[src/rtl/program_loader.sv]
// program_loader: boot-time image loader for the stack processor.
// Accepts a length-framed byte stream, writes the payload into the unified
// memory, zero-fills the remaining words and releases the processor reset
// only after a complete, well-formed image.
// Optional feature macro: LOADER_CSUM_EN adds a trailing checksum byte that
// must match the modulo-2**DATA_W sum of the payload.
module program_loader #(
    parameter int ADDR_W = 5,
    parameter int DATA_W = 8,
    parameter int DEPTH  = 32
) (
    input  logic              clk,
    input  logic              rst,
    input  logic              start,
    input  logic              in_valid,
    input  logic [DATA_W-1:0] in_data,
    output logic              in_ready,
    output logic              mem_we,
    output logic [ADDR_W-1:0] mem_adr,
    output logic [DATA_W-1:0] mem_wdata,
    output logic              cpu_rst,
    output logic              done,
    output logic              error
);
    // One extra bit so the counter can hold DEPTH itself (N==DEPTH, end of fill).
    localparam int               CNT_W     = ADDR_W + 1;
    localparam logic [CNT_W-1:0] CNT_ONE   = CNT_W'(1);
    localparam logic [CNT_W-1:0] CNT_DEPTH = CNT_W'(DEPTH);
    localparam logic [CNT_W-1:0] CNT_LAST  = CNT_W'(DEPTH - 1);

    typedef enum logic [2:0] {
        IDLE  = 3'd0,
        LEN   = 3'd1,
        LOAD  = 3'd2,
`ifdef LOADER_CSUM_EN
        CSUM  = 3'd3,
`endif
        FILL  = 3'd4,
        DONE  = 3'd5,
        ERROR = 3'd6
    } state_t;

    state_t           state, next_state;
    logic [CNT_W-1:0] cnt;
    logic [CNT_W-1:0] len;
    logic             xfer;
    logic             ready_next;
    logic             hold_done;
    logic             last_byte;
    state_t           after_payload;
`ifdef LOADER_CSUM_EN
    logic [DATA_W-1:0] acc;
`endif

    assign xfer      = in_valid && in_ready;
    assign last_byte = (cnt + CNT_ONE) == len;
    // A full-depth image has nothing to fill, so skip straight to DONE.
    assign after_payload = (len == CNT_DEPTH) ? DONE : FILL;
    // done/cpu_rst change one cycle after reaching DONE, so the release is
    // seen only after the last write cycle has been presented.
    assign hold_done = (state == DONE) && (next_state == DONE);

    // State register.
    always_ff @(posedge clk or negedge rst) begin
        if (!rst) state <= IDLE;
        else      state <= next_state;
    end

    // Next-state logic.
    always_comb begin
        next_state = state;
        case (state)
            IDLE, DONE, ERROR: if (start) next_state = LEN;
            LEN: if (xfer) begin
                if (in_data == '0 || 32'(in_data) > 32'(DEPTH)) next_state = ERROR;
                else                                            next_state = LOAD;
            end
            LOAD: if (xfer && last_byte) begin
`ifdef LOADER_CSUM_EN
                next_state = CSUM;
`else
                next_state = after_payload;
`endif
            end
`ifdef LOADER_CSUM_EN
            CSUM: if (xfer) next_state = (in_data == acc) ? after_payload : ERROR;
`endif
            FILL: if (cnt == CNT_LAST) next_state = DONE;
            default: next_state = IDLE;
        endcase
    end

    // in_ready is registered, so derive it from where the FSM is heading.
    always_comb begin
        ready_next = (next_state == LEN) || (next_state == LOAD);
`ifdef LOADER_CSUM_EN
        ready_next = ready_next || (next_state == CSUM);
`endif
    end

    // Datapath: counters, memory write port and status outputs.
    always_ff @(posedge clk or negedge rst) begin
        if (!rst) begin
            cnt       <= '0;
            len       <= '0;
            in_ready  <= 1'b0;
            mem_we    <= 1'b0;
            mem_adr   <= '0;
            mem_wdata <= '0;
            cpu_rst   <= 1'b1;
            done      <= 1'b0;
            error     <= 1'b0;
`ifdef LOADER_CSUM_EN
            acc       <= '0;
`endif
        end else begin
            mem_we <= 1'b0;
            case (state)
                IDLE, DONE, ERROR: if (start) begin
                    cnt <= '0;
`ifdef LOADER_CSUM_EN
                    acc <= '0;
`endif
                end
                LEN: if (xfer) len <= in_data[CNT_W-1:0];
                LOAD: if (xfer) begin
                    mem_we    <= 1'b1;
                    mem_adr   <= cnt[ADDR_W-1:0];
                    mem_wdata <= in_data;
                    cnt       <= cnt + CNT_ONE;
`ifdef LOADER_CSUM_EN
                    acc       <= acc + in_data;
`endif
                end
                FILL: begin
                    mem_we    <= 1'b1;
                    mem_adr   <= cnt[ADDR_W-1:0];
                    mem_wdata <= '0;
                    cnt       <= cnt + CNT_ONE;
                end
                default: ;
            endcase
            in_ready <= ready_next;
            done     <= hold_done;
            cpu_rst  <= !hold_done;
            error    <= (next_state == ERROR);
        end
    end
endmodule

[config.mk]
export PLATFORM = sky130hd
export DESIGN_NAME = program_loader
export DESIGN_NICKNAME = d
export VERILOG_FILES = /design/src/rtl/program_loader.sv
export SDC_FILE = /design/constraint.sdc
export NUM_CORES = 1
export LEC_CHECK = 0
export ABC_CLOCK_PERIOD_IN_PS = 2360
export BUFFER_PORTS_ARGS = -buffer_cell sky130_fd_sc_hd__buf_4
export CAP_MARGIN = 20
export CORE_UTILIZATION = 54
export DETAILED_ROUTE_END_ITERATION = 8
export GPL_TIMING_DRIVEN = 0
export HOLD_SLACK_MARGIN = 0.15
export PLACE_DENSITY = 0.78
export SETUP_SLACK_MARGIN = 0.02
export SLEW_MARGIN = 20
export SYNTH_ARGS = -nofsm -noshare
export SYNTH_HDL_FRONTEND = slang
export SYNTH_SLANG_ARGS = --single-unit
[constraint.sdc]
create_clock -name clk -period 2.36 [get_ports clk]
set_input_delay 0 -clock clk [delete_from_list [all_inputs] [get_ports clk]]
set_output_delay 0 -clock clk [all_outputs]
set_load 0.03 [all_outputs]
[Yosys cells after proc, flatten, opt, wreduce, memory -nomap -nowiden]
Index checks and enable logic that the tools add are counted.
Storage, ports and cells
  bits in registers: 33
  bits of input ports: 12
  output and inout bits: 18
  logic and storage cells: 56
Operators by class
  $add $sub $neg: 1
  $lt $le $gt $ge: 1
  eq/ne operators: 14
  multiplexer cells: 16
  reductions and logical operators: 14
Operator list (count)
  $pmux W6 S3: 1
  $pmux W8 S2: 1
  $eq A3 B3 Y1 const B: 5
  $mux W3: 5
  $mux W6: 2
  $pmux W3 S4: 1
  $pmux W5 S2: 1
  $gt A8 B6 Y1 const B: 1
  $logic_not A8 Y1: 1
  $mux W8: 1
  $add A6 B1 Y6 const B: 1
  $eq A3 B1 Y1 const B: 2
  $eq A3 B2 Y1 const B: 2
  $eq A6 B5 Y1 const B: 1
  $eq A6 B6 Y1: 1
  $eq A6 B6 Y1 const B: 1
  $mux W5: 1
  $ne A2 B2 Y1 const B: 2
  $reduce_and A2 Y1: 2
  $logic_and A1 B1 Y1: 3
  $logic_not A3 Y1: 1
  $reduce_and A3 Y1: 1
  $reduce_bool A3 Y1: 1
  $reduce_or A3 Y1: 1
  other kinds (5): 7

[Logic depth before layout (Yosys ltp)]
Gate-level depths: netlist of run 1.
  word-level depth: 8
  gate-level depth with buffers: 7

[Worst setup path before layout of run 1]
No wires, ideal clock.
  path kind: reg2reg
  start: register cnt[1]
  end: register error
  arrival time: 1.623 ns
  slack: 0.612 ns
  stages on the path, launching flop included: 7
  path through: dfrtp_1 > ha_1 > xnor3_1 > nand3_1 > a211oi_2 > a311o_2 > a21boi_2
Between the ends
  word-level cells in the longest chain between the ends: 6
  elaborated cells between the ends (all ways): 8
RTL lines
  start: declaration: RTL line 44  | logic [CNT_W-1:0] cnt;
  start signal: assignment: RTL line 130  | cnt <= cnt + CNT_ONE;
  start signal: assignment: RTL line 139  | cnt <= cnt + CNT_ONE;
  $add A6 B1 Y6: RTL line 56  | assign last_byte = (cnt + CNT_ONE) == len;
  $eq A6 B6 Y1: RTL line 56
  $logic_and A1 B1 Y1: RTL line 78  | LOAD: if (xfer && last_byte) begin
  $mux W3: RTL line 78
  $pmux W3 S4 (*): RTL line 72  | case (state)
  named net next_state[2]: RTL line 43  | state_t state, next_state;
  $eq A3 B3 Y1 (*): RTL line 146  | error <= (next_state == ERROR);
  end signal: assignment: RTL line 146
  end: declaration: RTL line 23  | output logic error
The timed path passes the listed nets; every way through them passes the cells marked *.
A chain may end at the register's enable or synchronous reset.

[Final worst setup path of run 1]
Ends and elaborated chain as after synthesis.

==> qor.yml, run 1 <==
setup.worst_path.end_class: "register"
hpwl_um: 2410
cts_tree: "yes"
p_seq_share_pct: 39.0
synth.largest_area_cell: "dfrtp_1"
timing.setup.tns_ns: 0
r2r_cells: 6
die-width_um: 56.1
slowest_stage: "dfrtp_1"
slew_viol_final: 0
path_cells: "ha_1 -> xnor3_1 -> nand3_1 -> a211oi_2 -> a311o_2 -> a21boi_2"
place.gp.congestion: 0.943
max_stage_delay_ns: 0.45
finalClockSkew_ns: 0.00389
cp_top_family: "compound AO/OA/AOI/OAI gates"
core_area_um2: 2760
cts.repair.resized: 0
p_sw_share_pct: 43.3
drv_cap: 0
post_synth.cell_area_avg_um2: 9.23
grt_start_max_net_pins: 33
regArea_um2: 827
crit_buf_inv: 0
cts-root-buf: "clkbuf_4"
cp-start-kind: "register"
n_antenna_cell: 0
r2r-end: "error$_DFF_PN0_"
synth_warnings: 0
gr-usage-all-layers_pct: 25.4
clkPwrFrac_pct: 14.2
hold_depth: 5
first_pass_iters: 4
grt_pass1_wl_um: 6120
io_buffers: 29
syn_inst: 171
post_drt_wl_per_cell_um: 14.5
post-route-period-util_pct: 83.1
clockBufferDepth: 2
syn-num-nets: 184
clock-sinks: 33
path_clk_slew_ns: 0.10
maxSlewHeadroom_pct: 57.7
num_rows: 19
switchingPower_mw: 0.996
grt-ovfl-total: 0
layout_commonest_cell: "nand2_1"
crit_fanout: 6
die_height_um: 56.1
drive_gt1_share_pct: 21.0
fmax_mhz: 510
status: "finished clean"
vias_per_cell: 5.65
crit_arrival_ns: 2.19
ys_ff_latch: 33
p_per_area_nw_per_um2: 1140
rrSetupSlack_ns: 0.40
min_period_ns: 1.96
die-area_um2: 3140
seq_area_frac_synth_pct: 52.4
hold_path.startpoint: "in_valid"
setup_viol: 0
vias: 1413
path_class: "reg -> reg"
r2r_start: "cnt[1]$_DFFE_PN0P_"
initial_core_util_pct: 57.3
final_cell_mix: "nand2_1 (59), dfrtp_1 (32), buf_4 (29)"
ys_types: 41
hold_end: "len[3]$_DFFE_PN0P_"
cts_buffers: 5
first_global_vias: 1456
peakVddDrop_v: 0.000867
syn_to_final_growth_pct: 28.0
antenna_left: 0
rsz0062_at_grt: "false"
crit_start: "cnt[1]$_DFFE_PN0P_"
finalHoldViolations: 0
insertion_delay_ns: 0.34
tightest_slew_ns: 0.630
worstPathRequired_ns: 2.58
drc: 0
htreeDepth: 2
antenna_found_initial: 0
cts_setup_buffers: 0
pwr-share-comb_pct: 46.8
total_power_mw: 2.30
drt-initial-drc-count: 51
p_leak_nw: 0.981
synth_top_area_share_pct: 50.7
multi_input_area_um2: 716
nFillCells: 218
routed_wl_um: 3620
synth_top_cells_by_area: "dfrtp_1 (51%), nand2_1 (14%), o21ai_0 (4.4%)"
hp-class: "in -> reg"
layout.nets: 232
pin_count: 30
p_int_mw: 1.30
syn_area_um2: 1580
==> cell families after synthesis <==
family | count (synthesis) | share of synthesized area, %
AOI/OAI and AO/OA | 36 | 15.4
xor gates and xnor gates | 9 | 5.86
adders and majority gates | 1 | 0.792
buffers and inverters | 9 | 2.30
DFF | 33 | 52.4
and+or+nand+nor | 83 | 23.3
==> worst min-delay path: stages <==
cell and delay (ns):
buf_4 0.11, nand3b_1 0.18, nor3_1 0.15, nand2_1 0.09, nand2_1 0.04
==> area by class of cell <==
class                   count  area share (%)
multi-input cells         129            35.4
repair buffers             41            17.2
plain buffers               5            1.05
well taps                  31            1.92
flip-flops and latches     33            40.9
clock buffers               7            2.72
inverters                   4           0.743
==> registers in the layout, summed over array words and instances, names as in the netlist <==
register and cells:
error 1, len 6, mem_we 1, in_ready 1, state 3, mem_adr 5, cnt 6, cpu_rst 1
mem_wdata 8, done 1
==> worst max path at each step <==
stage | to | slack [ns] | cells past startpoint
6_report | error$_DFF_PN0_ | 0.40 | 6
5_1_grt | cnt[5]$_DFFE_PN0P_ | 0.28 | 7
4_1_cts | error$_DFF_PN0_ | 0.41 | 6
3_5_place_dp | error$_DFF_PN0_ | 0.43 | 6
2_1_floorplan | error$_DFF_PN0_ | 0.61 | 6
3_3_place_gp | error$_DFF_PN0_ | 0.47 | 6
==> layer usage <==
| layer | vias to the layer above | wire length (µm) | global-route usage [%] |
|---|---|---|---|
| met1 | 685 | 1520 | 30.7 |
| met4 | 0 | 64 | 14.3 |
| met2 | 41 | 1890 | 42.0 |
| met5 | - | 0 | 0 |
| li1 | 680 | - | - |
| met3 | 7 | 141 | 5.58 |
==> power groups by stage <==
| stage | registers [mW] | logic, mW | clock network, mW |
|---|---|---|---|
| floorplan | 1.08 | 0.529 | 0 |
| global placement | 0.895 | 1.02 | 0 |
| detailed placement | 0.902 | 1.05 | 0 |
| CTS | 0.894 | 1.07 | 0.329 |
| global route | 0.924 | 1.18 | 0.348 |
| finish | 0.896 | 1.08 | 0.325 |
==> Yosys cell counts <==
master    instances
or4_1             1
a22o_1            2
clkbuf_2          1
nor2b_1           2
and3_1            1
clkinv_1          1
a31oi_1           4
a31o_2            1
nand2_1          59
o21ai_0          14
ha_1              1
nor2_1            5
nor2_2            1
a21o_1            1
or4b_2            1
o211ai_1          1
nand3_2           1
nor3_1            2
and3b_1           1
o41ai_1           1
xnor2_1           5
dfrtp_1          32
a41oi_1           1
a22oi_1           2
xnor3_1           1
xor2_1            3
clkbuf_1          3
nand3b_1          2
nand4b_1          1
o21bai_1          1
dfstp_2           1
a311o_2           1
o21a_1            1
nand3_1           4
inv_1             3
a21oi_1           3
buf_2             1
a211oi_2          1
a21boi_2          1
or3_1             2
o221ai_1          1
==> stage by stage <==
| step | setup WS [ns] | hold slack [ns] | instance area (µm²) | util (%) | std cells |
|---|---|---|---|---|---|
| 6_report | 0.398 | 0.259 | 2020 | 73.3 | 250 |
| 5_1_grt | 0.282 | 0.306 | 2020 | 73.3 | 250 |
| 4_1_cts | 0.413 | 0.238 | 2020 | 73.3 | 250 |
| 3_5_place_dp | 0.434 | -0.0382 | 1840 | 66.6 | 231 |
| 3_3_place_gp | 0.471 | -0.0424 | 1840 | 66.6 | 231 |
| 2_1_floorplan | 0.612 | -0.296 | 1580 | - | 171 |
==> what timing repair did <==
item / 4_1_cts / 5_1_grt
hold endpoints to repair: 50 / 0
hold buffers: 12 / 0
setup endpoints to repair: 0 / 0
Note: power is estimated with default switching activity, not from simulation.
==> run 2, diff against run 1 <==
ABC_CLOCK_PERIOD_IN_PS = 1900   (was 2360)
clock period = 1.9 ns   (was 2.36 ns; I/O delays follow)
==> run 2 against run 1 <==
Effect of this change:
- power increased by 33%
- sequential share of layout area decreased by 2.2 points
- clock skew increased by 0.0014 ns
- clock-buffer cell count did not move
- via count is 3.6% higher
- non-clock buffer count increased by 3
- utilization rose by 4.4 points
- wire length increased by 9.5%
- maximum frequency grew 7.1%
- critical endpoint unchanged
- largest power group unchanged
==> qor.yml, run 2 (synthesis results as in run 1) <==
p_per_area_nw_per_um2: 1420  # +25%
drive_gt1_share_pct: 28.4  # +7.4 points
drv_cap: 0  # unchanged
tightest_slew_ns: 0.651  # +0.0206 ns
initial_core_util_pct: 57.3  # unchanged
r2r_cells: 6  # unchanged
first_pass_iters: 4  # unchanged
grt-ovfl-total: 0  # unchanged
status: "finished clean"
r2r-end: "error$_DFF_PN0_"
die-width_um: 56.1  # unchanged
vias_per_cell: 5.79  # +2.4%
routed_wl_um: 3960  # +9.5%
layout_commonest_cell: "nand2_1"
hp-class: "in -> reg"
cts_buffers: 5  # unchanged
clockBufferDepth: 2  # unchanged
largest_register: "mem_wdata"
post_drt_wl_per_cell_um: 15.6  # +8.2%
htreeDepth: 2  # unchanged
io_buffers: 29  # unchanged
antenna_left: 0  # unchanged
path_class: "reg -> reg"
die-area_um2: 3140  # unchanged
vias: 1464  # +3.6%
worstPathRequired_ns: 2.12  # -0.46 ns
fmax_mhz: 546  # +7.1%
hold_slack_ns: 0.257  # -0.00184 ns
place.gp.congestion: 0.943  # unchanged
core_area_um2: 2760  # unchanged
maxSlewHeadroom_pct: 56.3  # -1.4 points
cp-start-kind: "register"
peakVddDrop_v: 0.00108  # +25%
grt_start_max_net_pins: 33  # unchanged
p_leak_nw: 1.04  # +6.0%
largest_reg_flops: 8  # unchanged
finalClockSkew_ns: 0.00528  # +0.00139 ns
pin_count: 30  # unchanged
crit_fanout: 4  # -2
setup.worst_path.end_class: "register"
rrSetupSlack_ns: 0.07  # -0.33 ns
total_power_mw: 3.05  # +33%
drc: 0  # unchanged
hold_end: "len[3]$_DFFE_PN0P_"
first_global_vias: 1462  # +0.41%
setup_viol: 0  # unchanged
r2r_start: "cnt[1]$_DFFE_PN0P_"
slowest_stage: "dfrtp_1"
drt-initial-drc-count: 44  # -14%
syn_to_final_growth_pct: 35.7
final_cell_mix: "nand2_1 (58), buf_4 (33), dfrtp_1 (30)"
clock-sinks: 33  # unchanged
slew_viol_final: 0  # unchanged
finalHoldViolations: 0  # unchanged
gr-usage-all-layers_pct: 25.5  # +0.050 points
num_rows: 19  # unchanged
cts-root-buf: "clkbuf_4"
path_cells: "buf_6 -> nand2_4 -> o21ai_0 -> a211oi_4 -> a311o_2 -> a21boi_2"
top_regs: "mem_wdata: 8 flops, cnt: 6 flops, len: 6 flops"
max_stage_delay_ns: 0.44  # about the same
antenna_found_initial: 0  # unchanged
min_period_ns: 1.83  # -0.129 ns
post-route-period-util_pct: 96.4  # +13 points
path_clk_slew_ns: 0.10  # about the same
hold_path.startpoint: "in_valid"
grt_pass1_wl_um: 6130  # +0.23%
hpwl_um: 2410  # unchanged
insertion_delay_ns: 0.34  # about the same
crit_arrival_ns: 2.06  # -0.13 ns
cts_tree: "yes"
die_height_um: 56.1  # unchanged
hold_depth: 5  # unchanged
layout.nets: 235  # +1.3%
n_antenna_cell: 0  # unchanged
run 2: where the power goes:
part	internal (mW)	leakage [nW]	switching [mW]
registers	0.937	0.436	0.207
clock network	0.175	0.0314	0.233
logic	0.603	0.572	0.893
total	1.71	1.04	1.33
run 2: worst max path at each step:
stage,cells past startpoint,from,to
CTS,6,cnt[0]$_DFFE_PN0P_,error$_DFF_PN0_
global placement,6,cnt[1]$_DFFE_PN0P_,error$_DFF_PN0_
finish,6,cnt[1]$_DFFE_PN0P_,error$_DFF_PN0_
detailed placement,6,cnt[1]$_DFFE_PN0P_,error$_DFF_PN0_
floorplan,6,cnt[1]$_DFFE_PN0P_,error$_DFF_PN0_
global route,6,cnt[1]$_DFFE_PN0P_,error$_DFF_PN0_
run 2: worst max-delay path, delay by kind of cell, from the launching register on:
family,cells,cell delay [ns]
buffers and inverters,1,0.13
DFF,1,0.44
and+or+nand+nor,1,0.05
AOI/OAI and AO/OA,4,1.09
run 2: what timing repair did:
item / in CTS / in global routing
pin swaps: 1 / 9
endpoints found under the hold margin: 50 / 0
buffers inserted: 1 / 3
hold buffers: 12 / 0
gates resized for setup: 2 / 23
endpoints found under the setup margin: 5 / 14
run 2: routing by layer:
layer | track usage [%] | part of all wire, %
met4 | 14.3 | 1.8
met3 | 5.58 | 5.3
met5 | 0 | 0
met1 | 30.9 | 41
met2 | 42.0 | 52
run 2: metrics by stage:
stage	worst slack [ns]	utilization (%)	area, µm²	std cells	setup TNS, ns
after floorplan	0.152	-	1580	171	0
after global placement	0.0114	66.6	1840	231	0
after detailed placement	-0.0257	66.6	1840	231	-0.0296
after CTS	0.0544	73.7	2030	251	0
after global routing	-0.0214	77.7	2140	253	-0.0396
final	0.0675	77.7	2140	253	0
run 2: cell type report:
class                           count  area, µm²
Sequential cell                    33        830
Timing Repair Buffer               45        382
Inverter                            4       15.0
Tap cell                           31       38.8
Buffer                              4       28.8
Multi-Input combinational cell    129        793
Clock buffer                        7       55.1
Fill cell                         193        616
==> run 3, diff against run 2 <==
PLACE_DENSITY = 0.75   (was 0.78)
RECOVER_POWER = 25   (was unset)
==> run 3 against run 2 <==
Effect of this change:
- critical endpoint unchanged
- cell area fell by 1.1%
- worst setup slack got worse by 0.059 ns
- die area did not move
- sequential share of layout area rose by 0.43 points
- worst hold slack improved by 0.0036 ns
- clock power rose by 2%
- sequential power barely moved
- final cell count rose by 0.79%
- maximum frequency fell by 3.1%
- combinational power barely moved
- power barely moved
==> qor.yml, run 3 (synthesis results as in run 1) <==
layout_commonest_cell: "nand2_1"
antenna_left: 0  # unchanged
drv_cap: 0  # unchanged
setup_viol: 0  # unchanged
hpwl_um: 2400  # -0.55%
cp-start-kind: "input port"
drc: 0  # unchanged
antenna_found_initial: 0  # unchanged
crit_fanout: 3  # -1
gr-usage-all-layers_pct: 26.3  # +0.80 points
hold_depth: 5  # unchanged
drt-initial-drc-count: 49  # +11%
peakVddDrop_v: 0.00128  # +18%
fin_area_um2: 2120  # -1.1%
setup_slack_ns: 0.00843  # -0.0591 ns
nFillCells: 205  # +6.2%
dp_cells: 231  # unchanged
first_pass_iters: 4  # unchanged
hold_end: "len[2]$_DFFE_PN0P_"
io_buffers: 29  # unchanged
place.gp.congestion: 0.786  # -17%
tightest_slew_ns: 0.799  # +0.149 ns
die-width_um: 56.1  # unchanged
cts_tree: "yes"
largest_reg_flops: 8  # unchanged
path_class: "in -> reg"
grt-ovfl-total: 0  # unchanged
r2r-end: "error$_DFF_PN0_"
pre_cts_ws_ns: -0.0496  # -0.0239 ns
layout.nets: 236  # +0.43%
vias: 1473  # +0.61%
cts-root-buf: "clkbuf_4"
r2r_cells: 7  # +1
n_antenna_cell: 0  # unchanged
final_cell_mix: "nand2_1 (58), dfrtp_1 (30), buf_4 (29)"
routed_wl_um: 3820  # -3.6%
finalHoldViolations: 0  # unchanged
min_period_ns: 1.89  # +0.0591 ns
r2r_start: "cnt[0]$_DFFE_PN0P_"
maxSlewHeadroom_pct: 46.7  # -9.6 points
clock-sinks: 33  # unchanged
worstPathRequired_ns: 2.17  # +0.05 ns
grt_pass1_wl_um: 6210  # +1.2%
top_regs: "mem_wdata: 8 flops, cnt: 6 flops, len: 6 flops"
largest_register: "mem_wdata"
grt_start_max_net_pins: 33  # unchanged
total_power_mw: 3.04  # about the same
rrSetupSlack_ns: 0.07  # about the same
slew_viol_final: 0  # unchanged
crit_arrival_ns: 2.16  # +0.10 ns
path_clk_slew_ns: 0.10  # about the same
insertion_delay_ns: 0.34  # about the same
first_global_vias: 1437  # -1.7%
post-route-period-util_pct: 99.6  # +3.1 points
placedInstanceArea_um2: 1840  # unchanged
post_drt_wl_per_cell_um: 15.0  # -4.4%
vias_per_cell: 5.78  # -0.17%
htreeDepth: 2  # unchanged
initial_core_util_pct: 57.3  # unchanged
status: "finished clean"
hold_path.startpoint: "in_valid"
die_height_um: 56.1  # unchanged
p_per_area_nw_per_um2: 1440  # +1.0%
hp-class: "in -> reg"
finalClockSkew_ns: 0.00994  # +0.00466 ns
syn_to_final_growth_pct: 34.2
num_rows: 19  # unchanged
p_leak_nw: 1.01  # -2.8%
drive_gt1_share_pct: 25.9  # -2.5 points
fmax_mhz: 529  # -3.1%
pin_count: 30  # unchanged
core_area_um2: 2760  # unchanged
cts_buffers: 5  # unchanged
setup.worst_path.end_class: "register"
die-area_um2: 3140  # unchanged
instances_no_fill: 255  # +0.79%
hold_slack_ns: 0.260  # +0.00359 ns
clockBufferDepth: 2  # unchanged
-- run 3: power by group --
part	switching, mW	total (mW)	internal (mW)
combinational	0.914	1.50	0.587
clock	0.236	0.418	0.182
sequential	0.188	1.12	0.937
-- run 3: per-layer routing --
layer | routed length [µm] | share of wire, % | track usage (%) | vias up
li1 | - | - | - | 688
met1 | 1560 | 41 | 30.6 | 721
met2 | 1970 | 52 | 44.9 | 55
met3 | 212 | 5.6 | 5.35 | 9
met4 | 76 | 2.0 | 15.0 | 0
met5 | 0 | 0 | 0 | -
-- run 3: per-stage QoR --
step	util, %	setup TNS, ns
floorplan	-	0
global placement	66.6	-0.00315
detailed placement	66.6	-0.0748
CTS	75.7	0
global route	76.8	-0.00839
finish	76.8	0
-- run 3: what timing repair did --
action,4_1_cts,5_1_grt
endpoints found under the hold margin,49,0
endpoints found under the setup margin,5,13
hold buffers,12,0
pin swaps,3,9
gates resized for setup,6,18
gates cloned,0,0
setup buffers,4,0
-- run 3: how the worst max path moves through the flow --
stage	startpoint	to	cells after the start
2_1_floorplan	cnt[1]$_DFFE_PN0P_	error$_DFF_PN0_	6
5_1_grt	in_data[0]	error$_DFF_PN0_	7
6_report	in_data[0]	error$_DFF_PN0_	7
3_5_place_dp	cnt[1]$_DFFE_PN0P_	error$_DFF_PN0_	6
3_3_place_gp	cnt[1]$_DFFE_PN0P_	error$_DFF_PN0_	6
4_1_cts	cnt[0]$_DFFE_PN0P_	error$_DFF_PN0_	6
-- run 3: cell type report --
cell class              instances  area [µm²]  share of cell area, %
flip-flops and latches         33         830                   39.2
multi-input cells             129         797                   37.6
repair buffers                 45         344                   16.2
clock buffers                   8        58.8                   2.78
well taps                      31        38.8                   1.83
plain buffers                   5        35.0                   1.65
inverters                       4        15.0                  0.709
-- run 3: worst max-delay path: stages --
cell and delay, ns:
dlygate4sd3_1 0.54, buf_4 0.14, or4_1 0.56, or3_1 0.32, a31oi_1 0.26, a311o_2 0.18, a21boi_2 0.16
